==> config.mk <==
export PLATFORM = sky130hd
export DESIGN_NAME = tone_sequencer
export DESIGN_NICKNAME = d
export VERILOG_FILES = /design/src/rtl/tone_sequencer.sv
export SDC_FILE = /design/constraint.sdc
export NUM_CORES = 1
export LEC_CHECK = 0
export CAP_MARGIN = 0
export CORE_ASPECT_RATIO = 0.75
export CORE_MARGIN = 8
export CORE_UTILIZATION = 55
export DETAILED_ROUTE_END_ITERATION = 16
export GPL_ROUTABILITY_DRIVEN = 0
export PLACE_DENSITY = 0.79
export SYNTH_ARGS = -nofsm -noshare
export SYNTH_HDL_FRONTEND = slang
export SYNTH_SLANG_ARGS = --single-unit
==> constraint.sdc <==
create_clock -name CLOCK_50 -period 3.4 [get_ports CLOCK_50]
set_clock_uncertainty 0.2 [all_clocks]
set_input_delay 0.51 -clock CLOCK_50 [delete_from_list [all_inputs] [get_ports CLOCK_50]]
set_output_delay 0.51 -clock CLOCK_50 [all_outputs]
set_load 0.005 [all_outputs]
==> src/rtl/tone_sequencer.sv <==
// tone_sequencer: square-wave melody engine that walks an external note ROM of
// half-period values, one note per beat. It supports start/stop control,
// one-shot or loop mode, rest notes, an end-of-melody marker and a done pulse.
// Every output is registered, so no input has a combinational path to an output.
module tone_sequencer #(
   parameter int ADDR_W      = 10,
   parameter int DELAY_W     = 19,
   parameter int NOTE_COUNT  = 1000,
   parameter int BEAT_CYCLES = 2500000,
   parameter int BEAT_W      = 23,
   parameter int SAMPLE_W    = 32,
   parameter int AMPLITUDE   = 100000000,
   parameter int ROM_LAT     = 1
) (
   input  logic                       CLOCK_50,
   input  logic                       resetn,
   input  logic                       start,
   input  logic                       stop,
   input  logic                       loop_en,
   output logic [ADDR_W-1:0]          rom_addr,
   input  logic [DELAY_W-1:0]         rom_q,
   output logic signed [SAMPLE_W-1:0] sample,
   output logic                       playing,
   output logic                       done
);

   localparam int FETCH_W = (ROM_LAT < 1) ? 1 : $clog2(ROM_LAT + 1);

   localparam logic [FETCH_W-1:0]         FETCH_LAST = FETCH_W'(ROM_LAT);
   localparam logic [BEAT_W-1:0]          BEAT_LAST  = BEAT_W'(BEAT_CYCLES - 1);
   localparam logic [ADDR_W-1:0]          ADDR_LAST  = ADDR_W'(NOTE_COUNT - 1);
   localparam logic signed [SAMPLE_W-1:0] AMP_POS    = SAMPLE_W'(AMPLITUDE);
   localparam logic signed [SAMPLE_W-1:0] AMP_NEG    = -AMP_POS;

   typedef enum logic [1:0] {
      S_IDLE,
      S_FETCH,
      S_PLAY
   } state_t;

   state_t                state, state_nx;
   logic [ADDR_W-1:0]     rom_addr_nx;
   logic [DELAY_W-1:0]    half_period, half_period_nx;
   logic [DELAY_W-1:0]    delay_cnt, delay_cnt_nx;
   logic [BEAT_W-1:0]     beat_cnt, beat_cnt_nx;
   logic [FETCH_W-1:0]    fetch_cnt, fetch_cnt_nx;
   logic                  phase, phase_nx;
   logic signed [SAMPLE_W-1:0] sample_nx;
   logic                  playing_nx;
   logic                  done_nx;
   logic                  melody_end;

   // State, counters and registered outputs.
   always_ff @(posedge CLOCK_50 or negedge resetn) begin
      if (!resetn) begin
         state       <= S_IDLE;
         rom_addr    <= '0;
         half_period <= '0;
         delay_cnt   <= '0;
         beat_cnt    <= '0;
         fetch_cnt   <= '0;
         phase       <= 1'b0;
         sample      <= '0;
         playing     <= 1'b0;
         done        <= 1'b0;
      end else begin
         state       <= state_nx;
         rom_addr    <= rom_addr_nx;
         half_period <= half_period_nx;
         delay_cnt   <= delay_cnt_nx;
         beat_cnt    <= beat_cnt_nx;
         fetch_cnt   <= fetch_cnt_nx;
         phase       <= phase_nx;
         sample      <= sample_nx;
         playing     <= playing_nx;
         done        <= done_nx;
      end
   end

   // Next-state logic; outputs are derived from the next-state values so that
   // the registered outputs line up with the state they describe.
   always_comb begin
      state_nx       = state;
      rom_addr_nx    = rom_addr;
      half_period_nx = half_period;
      delay_cnt_nx   = delay_cnt;
      beat_cnt_nx    = beat_cnt;
      fetch_cnt_nx   = fetch_cnt;
      phase_nx       = phase;
      done_nx        = 1'b0;
      melody_end     = 1'b0;

      case (state)
         S_IDLE: begin
            if (start) begin
               state_nx     = S_FETCH;
               rom_addr_nx  = '0;
               fetch_cnt_nx = '0;
            end
         end
         S_FETCH: begin
            if (fetch_cnt == FETCH_LAST) begin
               if (&rom_q) begin
                  melody_end = 1'b1;
               end else begin
                  half_period_nx = rom_q;
                  delay_cnt_nx   = '0;
                  beat_cnt_nx    = '0;
                  phase_nx       = 1'b0;
                  state_nx       = S_PLAY;
               end
            end else begin
               fetch_cnt_nx = fetch_cnt + FETCH_W'(1);
            end
         end
         S_PLAY: begin
            // A zero half-period is a rest: phase and delay counter hold.
            if (half_period != '0) begin
               if (delay_cnt == half_period - DELAY_W'(1)) begin
                  phase_nx     = ~phase;
                  delay_cnt_nx = '0;
               end else begin
                  delay_cnt_nx = delay_cnt + DELAY_W'(1);
               end
            end
            if (beat_cnt == BEAT_LAST) begin
               if (rom_addr != ADDR_LAST) begin
                  rom_addr_nx  = rom_addr + ADDR_W'(1);
                  fetch_cnt_nx = '0;
                  state_nx     = S_FETCH;
               end else begin
                  melody_end = 1'b1;
               end
            end else begin
               beat_cnt_nx = beat_cnt + BEAT_W'(1);
            end
         end
         default: state_nx = S_IDLE;
      endcase

      // End marker and last-note completion share one decision point.
      if (melody_end) begin
         rom_addr_nx = '0;
         if (loop_en) begin
            state_nx     = S_FETCH;
            fetch_cnt_nx = '0;
         end else begin
            state_nx = S_IDLE;
            done_nx  = 1'b1;
         end
      end

      // stop overrides everything, including a simultaneous start.
      if (stop) begin
         state_nx    = S_IDLE;
         rom_addr_nx = '0;
         done_nx     = 1'b0;
      end

      playing_nx = (state_nx != S_IDLE);
      if (state_nx == S_PLAY && half_period_nx != '0)
         sample_nx = phase_nx ? AMP_POS : AMP_NEG;
      else
         sample_nx = '0;
   end

endmodule

==> metrics.txt, run 1 <==
# TYPE chip_impl_metric gauge
chip_impl_info{name="rsz0062_at_grt",value="false"} 1
chip_impl_metric{name="antenna_cells_inserted",unit=""} 0
chip_impl_metric{name="layout-drive-gt1-share",unit=""} 0.144
chip_impl_metric{name="die_area",unit="sq um"} 12900
chip_impl_metric{name="place_hpwl",unit="microns"} 9900
chip_impl_metric{name="die_h",unit="microns"} 100
chip_impl_info{name="tritoncts_clock_tree",value="yes"} 1
chip_impl_metric{name="grt-ovfl-total",unit=""} 0
chip_impl_metric{name="netlist.area_leader.share",unit=""} 0.385
chip_impl_metric{name="drt_iter0_drc",unit=""} 455
chip_impl_metric{name="number_of_global_route_vias_before_repair",unit=""} 4448
chip_impl_metric{name="io_buffer_count",unit=""} 59
chip_impl_metric{name="setup_violations",unit=""} 0
chip_impl_metric{name="synth_edf_count",unit=""} 0
chip_impl_metric{name="global_route_wire_length_before_repair",unit="microns"} 22300
chip_impl_metric{name="synth_seq_area_share",unit=""} 0.385
chip_impl_metric{name="power_leakage",unit="nW"} 2.62
chip_impl_metric{name="fp.dieW",unit="microns"} 128
chip_impl_metric{name="timing.final.hold_violations",unit=""} 0
chip_impl_metric{name="htreeDepth",unit=""} 3
chip_impl_metric{name="max_cap_violations",unit=""} 0
chip_impl_metric{name="regToRegSetupSlack",unit="ps"} 120
chip_impl_metric{name="synthesized_area_fraction_occupied_by_and_or_nand_nor_cells",unit=""} 0.258
chip_impl_metric{name="post_cts_hold_buffer_count",unit=""} 0
chip_impl_metric{name="clk_pin_slew_worst_paths",unit="ps"} 70
chip_impl_metric{name="post_synthesis_share_of_cell_area_spent_on_xor_and_xnor_gates",unit=""} 0.0735
chip_impl_info{name="critPathKind",value="reg2reg"} 1
chip_impl_metric{name="p_total",unit="mW"} 3.30
chip_impl_metric{name="clk_latency",unit="ps"} 340
chip_impl_metric{name="cts-buffers-inserted",unit=""} 9
chip_impl_info{name="synth_top_family_by_area",value="simple AND/OR/NAND/NOR gates"} 1
chip_impl_metric{name="power.density_cell_area",unit="nW/um^2"} 526
chip_impl_metric{name="average_cell_area_after_synthesis",unit="sq um"} 9.10
chip_impl_metric{name="post-route-drc-count",unit=""} 0
chip_impl_metric{name="synth.ff_latch_count",unit=""} 80
chip_impl_metric{name="asyncSetResetFlopFracSynth",unit=""} 1.00
chip_impl_metric{name="numClockSinks",unit=""} 80
chip_impl_metric{name="placementRows",unit=""} 30
chip_impl_metric{name="fp.coreArea",unit="sq um"} 9120
chip_impl_info{name="startpoint_type",value="register"} 1
chip_impl_metric{name="max-vdd-ir-drop",unit="mV"} 0.485
chip_impl_metric{name="vias_per_cell",unit=""} 6.09
chip_impl_metric{name="layout_min_cycle_time",unit="ps"} 3280
chip_impl_metric{name="synth_compound_area_frac",unit=""} 0.148
chip_impl_metric{name="fin_util",unit=""} 0.687
chip_impl_metric{name="critPathArrivalTime",unit="ps"} 3310
chip_impl_metric{name="detail_route.wirelength",unit="microns"} 13600
chip_impl_metric{name="flow.area_growth_from_synthesis",unit="%"} 20.4
chip_impl_metric{name="synthesis.yosys.warnings",unit=""} 0
chip_impl_metric{name="multiplexer_share_of_the_synthesized_area",unit=""} 0.0411
chip_impl_metric{name="ioPinCount",unit=""} 68
chip_impl_info{name="cts.root.buffer_cell",value="clkbuf_16"} 1
chip_impl_metric{name="postPlaceCellArea",unit="sq um"} 5890
chip_impl_metric{name="final-max-slew-violation-count",unit=""} 0
chip_impl_metric{name="synth.lib_cells_used.distinct",unit=""} 72
chip_impl_metric{name="syn_area",unit="sq um"} 5210
chip_impl_metric{name="layout.nets",unit=""} 660
chip_impl_info{name="cell_taking_the_most_area_after_synthesis",value="dfrtp_1"} 1
chip_impl_metric{name="globalRouteTotalUtil",unit=""} 0.216
chip_impl_metric{name="fin_hold_ws",unit="ps"} 109
chip_impl_metric{name="drt_pre_antenna_iters",unit=""} 6
chip_impl_metric{name="synthAdderAreaFrac",unit=""} 0.0216
chip_impl_info{name="ys_top_cells_by_area",value="dfrtp_1, buf_4, mux2_2"} 1
chip_impl_metric{name="finalWorstSetupSlack",unit="ps"} 118
chip_impl_info{name="status",value="complete, no violations"} 1
chip_impl_metric{name="fin_area",unit="sq um"} 6270
chip_impl_metric{name="worst-slew-pin-transition",unit="ps"} 1020
chip_impl_metric{name="crit_required",unit="ps"} 3420
chip_impl_metric{name="routed-via-count",unit=""} 4627
chip_impl_metric{name="antenna_violating_nets_post_route",unit=""} 0
chip_impl_metric{name="critical_path.max_fanout",unit=""} 11
chip_impl_info{name="hold_class",value="in2async"} 1
chip_impl_metric{name="dp_slack",unit="ps"} -136
chip_impl_info{name="worst_setup_path_end_kind",value="register"} 1
chip_impl_metric{name="largest_net_degree_at_the_start_of_global_routing",unit=""} 81
chip_impl_info{name="synth_ff_type",value="dfrtp_1"} 1
chip_impl_metric{name="synthCells",unit=""} 572
chip_impl_metric{name="effective_utilization_at_floorplan",unit=""} 0.571
chip_impl_metric{name="final_min_period_over_clock_period",unit=""} 0.965
chip_impl_metric{name="antenna_found_initial",unit=""} 0
chip_impl_metric{name="cts-root-to-sink-buffers",unit=""} 2
chip_impl_metric{name="tightest_slew_margin_relative_to_the_limit",unit=""} 0.321
chip_impl_metric{name="fmax",unit="GHz"} 0.305
chip_impl_metric{name="routed_wire_length_per_instance",unit="microns"} 17.9
==> metal layers <==
metal	wire length, microns	track usage	share of wire	vias up
li1	-	-	-	2141
met1	6030	0.286	0.44	2260
met2	6240	0.341	0.46	207
met3	1140	0.0471	0.084	19
met4	202	0.0756	0.015	0
met5	0	0	0	-
==> report_power, final <==
group / total (mW) / leakage (nW) / switching [mW] / internal (mW)
registers: 1.27 / 1.07 / 0.193 / 1.08
clock network: 1.15 / 0.173 / 0.388 / 0.761
logic: 0.882 / 1.38 / 0.441 / 0.441
==> cell families (layout without fill, tap and decap cells) <==
family                   count (synthesis)  after routing
AND/OR/NAND/NOR                        251            251
AO/OA/AOI/OAI                          101            101
flip-flops                              80             80
buffers and inverters                   69            122
XOR/XNOR                                42             42
multiplexers                            19             19
adder cells (fa/ha/maj)                  9              9
other                                    1              8
==> synth_stat cells, types with 4 or more instances <==
| library cell | count |
|---|---|
| nor4_1 | 10 |
| a22o_1 | 8 |
| o21ai_0 | 30 |
| nand3b_1 | 4 |
| dfrtp_1 | 80 |
| buf_4 | 29 |
| nand3_1 | 38 |
| clkbuf_1 | 19 |
| inv_1 | 17 |
| xor2_1 | 17 |
| nor3b_1 | 4 |
| ha_1 | 9 |
| and3_1 | 19 |
| nor2_1 | 54 |
| a211oi_1 | 9 |
| o311ai_2 | 5 |
| nand2_1 | 44 |
| nand4_1 | 15 |
| mux2_2 | 19 |
| a21oi_1 | 7 |
| nand2b_1 | 9 |
| or3_1 | 5 |
| a21o_1 | 7 |
| nor3_1 | 19 |
| xnor2_1 | 24 |
| o31ai_1 | 5 |
==> cells in the final DEF, fill, tap and decap left out, types with 3 or more instances in the layout <==
master	count
a211o_1	3
a211oi_1	8
a21o_1	7
a21oi_1	7
a22o_1	8
a22oi_1	3
a31oi_1	3
and2_1	3
and3_1	19
buf_4	31
bufinv_16	3
clkbuf_16	9
clkdlybuf4s50_1	58
conb_1	8
dfrtp_1	80
ha_1	9
inv_1	17
mux2_2	19
nand2_1	44
nand2b_1	8
nand3_1	38
nand3b_1	4
nand4_1	15
nor2_1	54
nor2b_1	3
nor3_1	19
nor3b_1	4
nor4_1	10
o21ai_0	29
o311ai_2	5
o31ai_1	5
or2_2	3
or3_1	5
xnor2_1	24
xor2_1	17
==> worst paths after layout <==
check	end	depth (start not counted)	from
worst max-delay path	delay_cnt[15]	9	half_period[8]
worst min-delay path	half_period[9]	1	resetn
worst max register to register	delay_cnt[15]	9	half_period[8]
worst min register to register	rom_addr[1]	2	rom_addr[1]
max in group asynchronous	state[0]	1	resetn
min in group CLOCK_50	rom_addr[1]	2	rom_addr[1]
==> critical path, stage by stage (launching register included) <==
cell	delay, ps
dfrtp_1	440
or4_1	610
nor3b_2	380
and4_1	250
a2bb2oi_1	180
and4_2	360
a21oi_4	130
buf_4	220
a21o_1	160
a22o_1	220
==> registers in the layout, indices dropped and copies added, names as in the netlist <==
name         count
half_period     19
state            2
rom_addr        10
playing          1
beat_cnt        23
delay_cnt       19
fetch_cnt        1
sample           3
done             1
phase            1
==> metrics by stage <==
step / instances / TNS (ps)
finish: 760 / 0
global route: 760 / 0
CTS: 760 / 0
detailed placement: 744 / -382
global placement: 744 / -83.4
floorplan: 579 / 0
==> repair_timing <==
action                                 4_1_cts  5_1_grt
setup endpoints to repair                    0       16
endpoints found under the hold margin        0        0
buffers inserted                             0        0
gates resized for setup                      0        4
==> final cells by class <==
type / count / area [sq um]
Multi-Input combinational cell: 430 / 2870
Fill cell: 698 / 2850
Sequential cell: 80 / 2000
Timing Repair Buffer: 89 / 813
Clock buffer: 12 / 256
Tap cell: 128 / 160
Clock inverter: 4 / 98.8
Inverter: 17 / 63.8
Note: power is estimated with default switching activity, not from simulation.
==> run 2: changes to the inputs <==
- TNS_END_PERCENT: not set -> 100
- clock period: 3.4 -> 4.01 ns (I/O delays scaled with it)
==> metrics.txt, run 2 (synthesis gave the netlist of run 1 again) <==
# TYPE chip_impl_metric gauge
chip_impl_info{name="tritoncts_clock_tree",value="yes"} 1
chip_impl_metric{name="drt_pre_antenna_iters",unit=""} 6
chip_impl_metric{name="p_switching",unit="mW"} 0.835
chip_impl_info{name="worst_path_max_delay_cell",value="or4_1"} 1
chip_impl_metric{name="crit_required",unit="ps"} 4030
chip_impl_metric{name="drt_iter0_drc",unit=""} 481
chip_impl_metric{name="flow.area_growth_from_synthesis",unit="%"} 15.7
chip_impl_metric{name="cts-root-to-sink-buffers",unit=""} 2
chip_impl_info{name="rsz0062_at_grt",value="false"} 1
chip_impl_metric{name="power_frac_comb",unit=""} 0.248
chip_impl_metric{name="final-max-slew-violation-count",unit=""} 0
chip_impl_metric{name="antenna_cells_inserted",unit=""} 0
chip_impl_metric{name="clk_latency",unit="ps"} 340
chip_impl_metric{name="antenna_violating_nets_post_route",unit=""} 0
chip_impl_metric{name="fp.coreArea",unit="sq um"} 9120
chip_impl_metric{name="effective_utilization_at_floorplan",unit=""} 0.571
chip_impl_metric{name="finalWorstSetupSlack",unit="ps"} 410
chip_impl_info{name="reg.largest.list",value="beat_cnt (23), delay_cnt (19), half_period (19)"} 1
chip_impl_metric{name="global_route_wire_length_before_repair",unit="microns"} 21600
chip_impl_metric{name="io_buffer_count",unit=""} 59
chip_impl_metric{name="max_cap_violations",unit=""} 0
chip_impl_metric{name="antenna_found_initial",unit=""} 0
chip_impl_metric{name="clk_pin_slew_worst_paths",unit="ps"} 60
chip_impl_metric{name="routed-via-count",unit=""} 4443
chip_impl_metric{name="power.density_cell_area",unit="nW/um^2"} 434
chip_impl_info{name="cts.root.buffer_cell",value="clkbuf_16"} 1
chip_impl_metric{name="post_cts_resize_count",unit=""} 0
chip_impl_info{name="max_flop_register",value="beat_cnt"} 1
chip_impl_metric{name="max-vdd-ir-drop",unit="mV"} 0.241
chip_impl_info{name="path_delay_family",value="simple AND/OR/NAND/NOR gates"} 1
chip_impl_metric{name="ioPinCount",unit=""} 68
chip_impl_info{name="final_cell_mix",value="dfrtp_1, clkdlybuf4s50_1, nor2_1"} 1
chip_impl_metric{name="largest_net_degree_at_the_start_of_global_routing",unit=""} 81
chip_impl_metric{name="vias_per_cell",unit=""} 6.04
chip_impl_metric{name="htreeDepth",unit=""} 3
chip_impl_metric{name="routed_wire_length_per_instance",unit="microns"} 17.6
chip_impl_metric{name="internal_power",unit="mW"} 1.78
chip_impl_metric{name="p_total",unit="mW"} 2.62
chip_impl_metric{name="placementRows",unit=""} 30
chip_impl_metric{name="power_leakage",unit="nW"} 2.47
chip_impl_info{name="final_common_cell",value="dfrtp_1"} 1
chip_impl_metric{name="post_cts_hold_buffer_count",unit=""} 0
chip_impl_metric{name="die_h",unit="microns"} 100
chip_impl_metric{name="globalRouteTotalUtil",unit=""} 0.210
chip_impl_metric{name="setup_violations",unit=""} 0
chip_impl_metric{name="die_area",unit="sq um"} 12900
chip_impl_metric{name="critPathArrivalTime",unit="ps"} 3630
chip_impl_metric{name="fp.dieW",unit="microns"} 128
chip_impl_metric{name="final_min_period_over_clock_period",unit=""} 0.898
chip_impl_metric{name="place_hpwl",unit="microns"} 9390
chip_impl_info{name="startpoint_type",value="input port"} 1
chip_impl_metric{name="fin_util",unit=""} 0.660
chip_impl_metric{name="critical_path.max_fanout",unit=""} 13
chip_impl_info{name="critPathKind",value="in2reg"} 1
chip_impl_metric{name="postCtsSetupBuffers",unit=""} 0
chip_impl_metric{name="timing.final.hold_violations",unit=""} 0
chip_impl_metric{name="number_of_global_route_vias_before_repair",unit=""} 4337
chip_impl_metric{name="tightest_slew_margin_relative_to_the_limit",unit=""} 0.303
chip_impl_info{name="hold_class",value="in2async"} 1
chip_impl_metric{name="cp.buffers_inverters",unit=""} 1
chip_impl_metric{name="finalSetupTns",unit="ps"} 0
chip_impl_metric{name="layout-drive-gt1-share",unit=""} 0.104
chip_impl_metric{name="largest_reg_flops",unit=""} 23
chip_impl_metric{name="cts-buffers-inserted",unit=""} 9
chip_impl_metric{name="numClockSinks",unit=""} 80
chip_impl_metric{name="netSwitchingFraction",unit=""} 0.319
chip_impl_metric{name="dp_slack",unit="ps"} 125
chip_impl_metric{name="post-route-drc-count",unit=""} 0
chip_impl_info{name="worstPathCellList",value="clkdlybuf4s50_1, nand4_1, or4_1, nor3_1, o21ai_0, a32o_1, nor2b_1, or2_0, o41ai_1"} 1
chip_impl_info{name="status",value="complete, no violations"} 1
chip_impl_metric{name="fmax",unit="GHz"} 0.278
chip_impl_info{name="worst_setup_path_end_kind",value="register"} 1
chip_impl_metric{name="power_frac_clock",unit=""} 0.331
chip_impl_metric{name="sequentialPowerShare",unit=""} 0.421
chip_impl_metric{name="max_stage_delay",unit="ps"} 630
chip_impl_metric{name="worst-slew-pin-transition",unit="ps"} 1050
chip_impl_metric{name="layout.nets",unit=""} 635
chip_impl_metric{name="layout_min_cycle_time",unit="ps"} 3600
chip_impl_metric{name="detail_route.wirelength",unit="microns"} 12900
chip_impl_metric{name="grt-ovfl-total",unit=""} 0
-- run 2: per-stage QoR --
step	hold WS (ps)	area, sq um	instances
final	215	6020	735
after global placement	323	5700	719
after global routing	322	6020	735
after detailed placement	338	5700	719
after CTS	279	6020	735
after floorplan	106	5230	579
-- run 2: layout make-up --
cell class / instances / area, sq um
multi-input cells: 430 / 2850
flip-flops and latches: 80 / 2000
inverters: 17 / 63.8
well taps: 128 / 160
repair buffers: 64 / 626
clock inverters: 2 / 35.0
clock buffers: 14 / 284
fillers: 707 / 3100
-- run 2: final timing paths --
path	depth (start not counted)	end	slack (ps)	start
setup / recovery	9	rom_addr[9]	410	rom_q[14]
hold / removal	1	half_period[15]	220	resetn
setup reg to reg	8	delay_cnt[14]	410	half_period[10]
hold reg to reg	1	rom_addr[9]	360	rom_addr[9]
max in group asynchronous	1	rom_addr[2]	2690	resetn
min in group CLOCK_50	1	rom_addr[9]	360	rom_addr[9]
-- run 2: power groups by stage --
stage | sequential (mW) | clock, mW | combinational, mW
floorplan | 1.04 | 0 | 0.503
CTS | 1.10 | 0.880 | 0.643
detailed placement | 1.11 | 0 | 0.637
global placement | 1.11 | 0 | 0.612
finish | 1.10 | 0.865 | 0.648
global route | 1.13 | 0.918 | 0.717
-- run 2: metal layers --
layer / GRT usage / wire length [microns]
met1: 0.290 / 5930
met2: 0.301 / 5440
met3: 0.0609 / 1260
met4: 0.0774 / 291
met5: 0 / 0
==> run 3: changes to the inputs <==
- ABC_AREA: not set -> 1
- PLACE_DENSITY: 0.79 -> 0.78
==> metrics.txt, run 3 <==
# TYPE chip_impl_metric gauge
chip_impl_metric{name="final-max-slew-violation-count",unit=""} 0
chip_impl_info{name="worst_setup_path_end_kind",value="register"} 1
chip_impl_metric{name="drt_pre_antenna_iters",unit=""} 5
chip_impl_metric{name="postCtsSetupBuffers",unit=""} 0
chip_impl_metric{name="wl_met2",unit="microns"} 6560
chip_impl_metric{name="clk_pin_slew_worst_paths",unit="ps"} 60
chip_impl_info{name="rsz0062_at_grt",value="false"} 1
chip_impl_metric{name="asyncSetResetFlopFracSynth",unit=""} 1.00
chip_impl_metric{name="ioPinCount",unit=""} 68
chip_impl_metric{name="post_cts_hold_buffer_count",unit=""} 0
chip_impl_metric{name="average_cell_area_after_synthesis",unit="sq um"} 7.18
chip_impl_info{name="max_flop_register",value="beat_cnt"} 1
chip_impl_metric{name="postPlaceCellArea",unit="sq um"} 6360
chip_impl_metric{name="fmax",unit="GHz"} 0.336
chip_impl_metric{name="cp.buffers_inverters",unit=""} 2
chip_impl_metric{name="cts-root-to-sink-buffers",unit=""} 2
chip_impl_metric{name="placementRows",unit=""} 32
chip_impl_info{name="hold_class",value="in2async"} 1
chip_impl_metric{name="layout.nets",unit=""} 890
chip_impl_metric{name="setup_violations",unit=""} 0
chip_impl_metric{name="htreeDepth",unit=""} 3
chip_impl_info{name="synth_top_family_by_area",value="simple AND/OR/NAND/NOR gates"} 1
chip_impl_metric{name="antenna_violating_nets_post_route",unit=""} 0
chip_impl_info{name="tritoncts_clock_tree",value="yes"} 1
chip_impl_metric{name="max_cap_violations",unit=""} 0
chip_impl_metric{name="synthesis.yosys.warnings",unit=""} 0
chip_impl_metric{name="detail_route.wirelength",unit="microns"} 15700
chip_impl_metric{name="max_stage_delay",unit="ps"} 480
chip_impl_info{name="final_common_cell",value="nand2_1"} 1
chip_impl_metric{name="syn_area",unit="sq um"} 5870
chip_impl_metric{name="effective_utilization_at_floorplan",unit=""} 0.568
chip_impl_info{name="cts.root.buffer_cell",value="clkbuf_16"} 1
chip_impl_info{name="reg.largest.list",value="beat_cnt (23), delay_cnt (19), half_period (19)"} 1
chip_impl_metric{name="antenna_found_initial",unit=""} 0
chip_impl_metric{name="synthAdderAreaFrac",unit=""} 0.0192
chip_impl_info{name="synth.top_cells.by_count",value="nand2_1, inv_1, nor2_1"} 1
chip_impl_metric{name="met1Wirelength",unit="microns"} 7170
chip_impl_metric{name="p_total",unit="mW"} 2.96
chip_impl_metric{name="synth_seq_area_share",unit=""} 0.341
chip_impl_info{name="startpoint_type",value="input port"} 1
chip_impl_metric{name="routed-via-count",unit=""} 5693
chip_impl_metric{name="multiplexer_share_of_the_synthesized_area",unit=""} 0
chip_impl_info{name="path_delay_family",value="simple AND/OR/NAND/NOR gates"} 1
chip_impl_metric{name="synth_compound_area_frac",unit=""} 0.0968
chip_impl_metric{name="synthCells",unit=""} 817
chip_impl_metric{name="layout-drive-gt1-share",unit=""} 0.0905
chip_impl_metric{name="globalRouteTotalUtil",unit=""} 0.220
chip_impl_metric{name="synth.lib_cells_used.distinct",unit=""} 45
chip_impl_metric{name="synth_edf_count",unit=""} 0
chip_impl_metric{name="antenna_cells_inserted",unit=""} 0
chip_impl_info{name="cell_taking_the_most_area_after_synthesis",value="dfrtp_1"} 1
chip_impl_metric{name="timing.final.hold_violations",unit=""} 0
chip_impl_metric{name="flow.area_growth_from_synthesis",unit="%"} 13.5
chip_impl_metric{name="wl_met3",unit="microns"} 1690
chip_impl_metric{name="worst-slew-pin-transition",unit="ps"} 1020
chip_impl_metric{name="synthesized_area_fraction_occupied_by_and_or_nand_nor_cells",unit=""} 0.358
chip_impl_metric{name="io_buffer_count",unit=""} 59
chip_impl_metric{name="numClockSinks",unit=""} 80
chip_impl_metric{name="fp.coreArea",unit="sq um"} 10300
chip_impl_metric{name="number_of_global_route_vias_before_repair",unit=""} 5299
chip_impl_info{name="routed.top_layer",value="met4"} 1
chip_impl_metric{name="tightest_slew_margin_relative_to_the_limit",unit=""} 0.317
chip_impl_metric{name="global_route_wire_length_before_repair",unit="microns"} 25800
chip_impl_metric{name="finalWorstSetupSlack",unit="ps"} 1040
chip_impl_metric{name="grt-ovfl-total",unit=""} 0
chip_impl_metric{name="max-vdd-ir-drop",unit="mV"} 0.246
chip_impl_info{name="yosys.cell_count.top_type",value="nand2_1"} 1
chip_impl_info{name="worst_path_max_delay_cell",value="clkdlybuf4s50_1"} 1
chip_impl_info{name="worstPathCellList",value="clkdlybuf4s50_1, nand2_1, nor2_1, nand3_1, nor2_1, nand2_2, nand2_4, inv_2, nand2_1, nand2_1, nor2_1, nand3_1, nor2_1, nand2_1, nand2_1, nor2_1"} 1
chip_impl_info{name="ys_top_cells_by_area",value="dfrtp_1, nand2_1, inv_1"} 1
chip_impl_metric{name="dp_slack",unit="ps"} 809
chip_impl_metric{name="netlist.area_leader.share",unit=""} 0.341
chip_impl_metric{name="post-route-drc-count",unit=""} 0
chip_impl_metric{name="die_h",unit="microns"} 105
chip_impl_metric{name="clk_latency",unit="ps"} 340
chip_impl_metric{name="final_min_period_over_clock_period",unit=""} 0.742
chip_impl_metric{name="post_cts_resize_count",unit=""} 0
chip_impl_metric{name="fp.dieW",unit="microns"} 135
chip_impl_metric{name="critPathArrivalTime",unit="ps"} 3010
chip_impl_info{name="status",value="complete, no violations"} 1
chip_impl_metric{name="drt_iter0_drc",unit=""} 713
chip_impl_info{name="synth_ff_type",value="dfrtp_1"} 1
chip_impl_metric{name="post_synthesis_share_of_cell_area_spent_on_xor_and_xnor_gates",unit=""} 0.0582
chip_impl_info{name="critPathKind",value="in2reg"} 1
chip_impl_metric{name="routed_wire_length_per_instance",unit="microns"} 15.7
chip_impl_metric{name="largest_reg_flops",unit=""} 23
chip_impl_metric{name="largest_net_degree_at_the_start_of_global_routing",unit=""} 81
chip_impl_metric{name="synth.ff_latch_count",unit=""} 80
chip_impl_metric{name="vias_per_cell",unit=""} 5.70
chip_impl_metric{name="num-fill-cells",unit=""} 849
chip_impl_metric{name="finalSetupTns",unit="ps"} 0
chip_impl_info{name="final_cell_mix",value="nand2_1, inv_1, nor2_1"} 1
chip_impl_metric{name="power_leakage",unit="nW"} 3.00
chip_impl_metric{name="fin_area",unit="sq um"} 6660
chip_impl_metric{name="crit_required",unit="ps"} 4050
chip_impl_metric{name="place_hpwl",unit="microns"} 12000
chip_impl_metric{name="power.density_cell_area",unit="nW/um^2"} 444
chip_impl_metric{name="die_area",unit="sq um"} 14300
chip_impl_metric{name="layout_min_cycle_time",unit="ps"} 2970
chip_impl_metric{name="cts-buffers-inserted",unit=""} 9
chip_impl_metric{name="critical_path.max_fanout",unit=""} 26
run 3: changes by cell type after synthesis, sizes merged, moves of 16 or more:
cell | previous run | this run
inv | 17 | 116
nor2 | 54 | 99
clkbuf | 19 | 1
nand2 | 44 | 217
nand3 | 38 | 73
mux2 | 19 | 0
and3 | 19 | 3
run 3: final timing paths:
check                      depth (start not counted)   startpoint  slack, ps            to
max                                               16     rom_q[5]       1040    sample[30]
max in group asynchronous                          1       resetn       2720   beat_cnt[7]
max reg2reg                                       13     state[0]       1090  beat_cnt[15]
min                                                1       resetn        210  delay_cnt[2]
min in group CLOCK_50                              1  rom_addr[6]        350   rom_addr[6]
min reg2reg                                        1  rom_addr[6]        350   rom_addr[6]
run 3: through the flow:
stage	cells	utilization	hold WS (ps)
2_1_floorplan	824	-	106
3_5_place_dp	982	0.615	331
4_1_cts	998	0.645	285
6_report	998	0.645	210
3_3_place_gp	982	0.615	318
5_1_grt	998	0.645	327
run 3: final cells by class:
type,count,area [sq um],share of cell area
well taps,136,170,0.0255
repair buffers,60,596,0.0894
clock inverters,7,78.8,0.0118
flip-flops and latches,80,2000,0.301
multi-input cells,590,3150,0.474
clock buffers,9,225,0.0338
inverters,116,435,0.0654
run 3: report_power, final:
| group | switching, mW | leakage (nW) | total, mW | internal [mW] |
|---|---|---|---|---|
| Combinational | 0.664 | 1.80 | 1.00 | 0.337 |
| Clock | 0.369 | 0.139 | 0.857 | 0.488 |
| Sequential | 0.174 | 1.06 | 1.10 | 0.925 |
| Total | 1.21 | 3.00 | 2.96 | 1.75 |
run 3: cells by family (layout without fill, tap and decap cells):
family,after synthesis,in the layout
AO/OA/AOI/OAI,83,83
XOR/XNOR,39,39
adder cells (fa/ha/maj),9,9
buffers and inverters,154,192
flip-flops,80,80
other,1,8
AND/OR/NAND/NOR,451,451
run 3: layer usage:
metal | GRT usage | vias up
met1 | 0.315 | 2662
met5 | 0 | -
met2 | 0.322 | 311
met4 | 0.0632 | 0
met3 | 0.0550 | 35
li1 | - | 2685
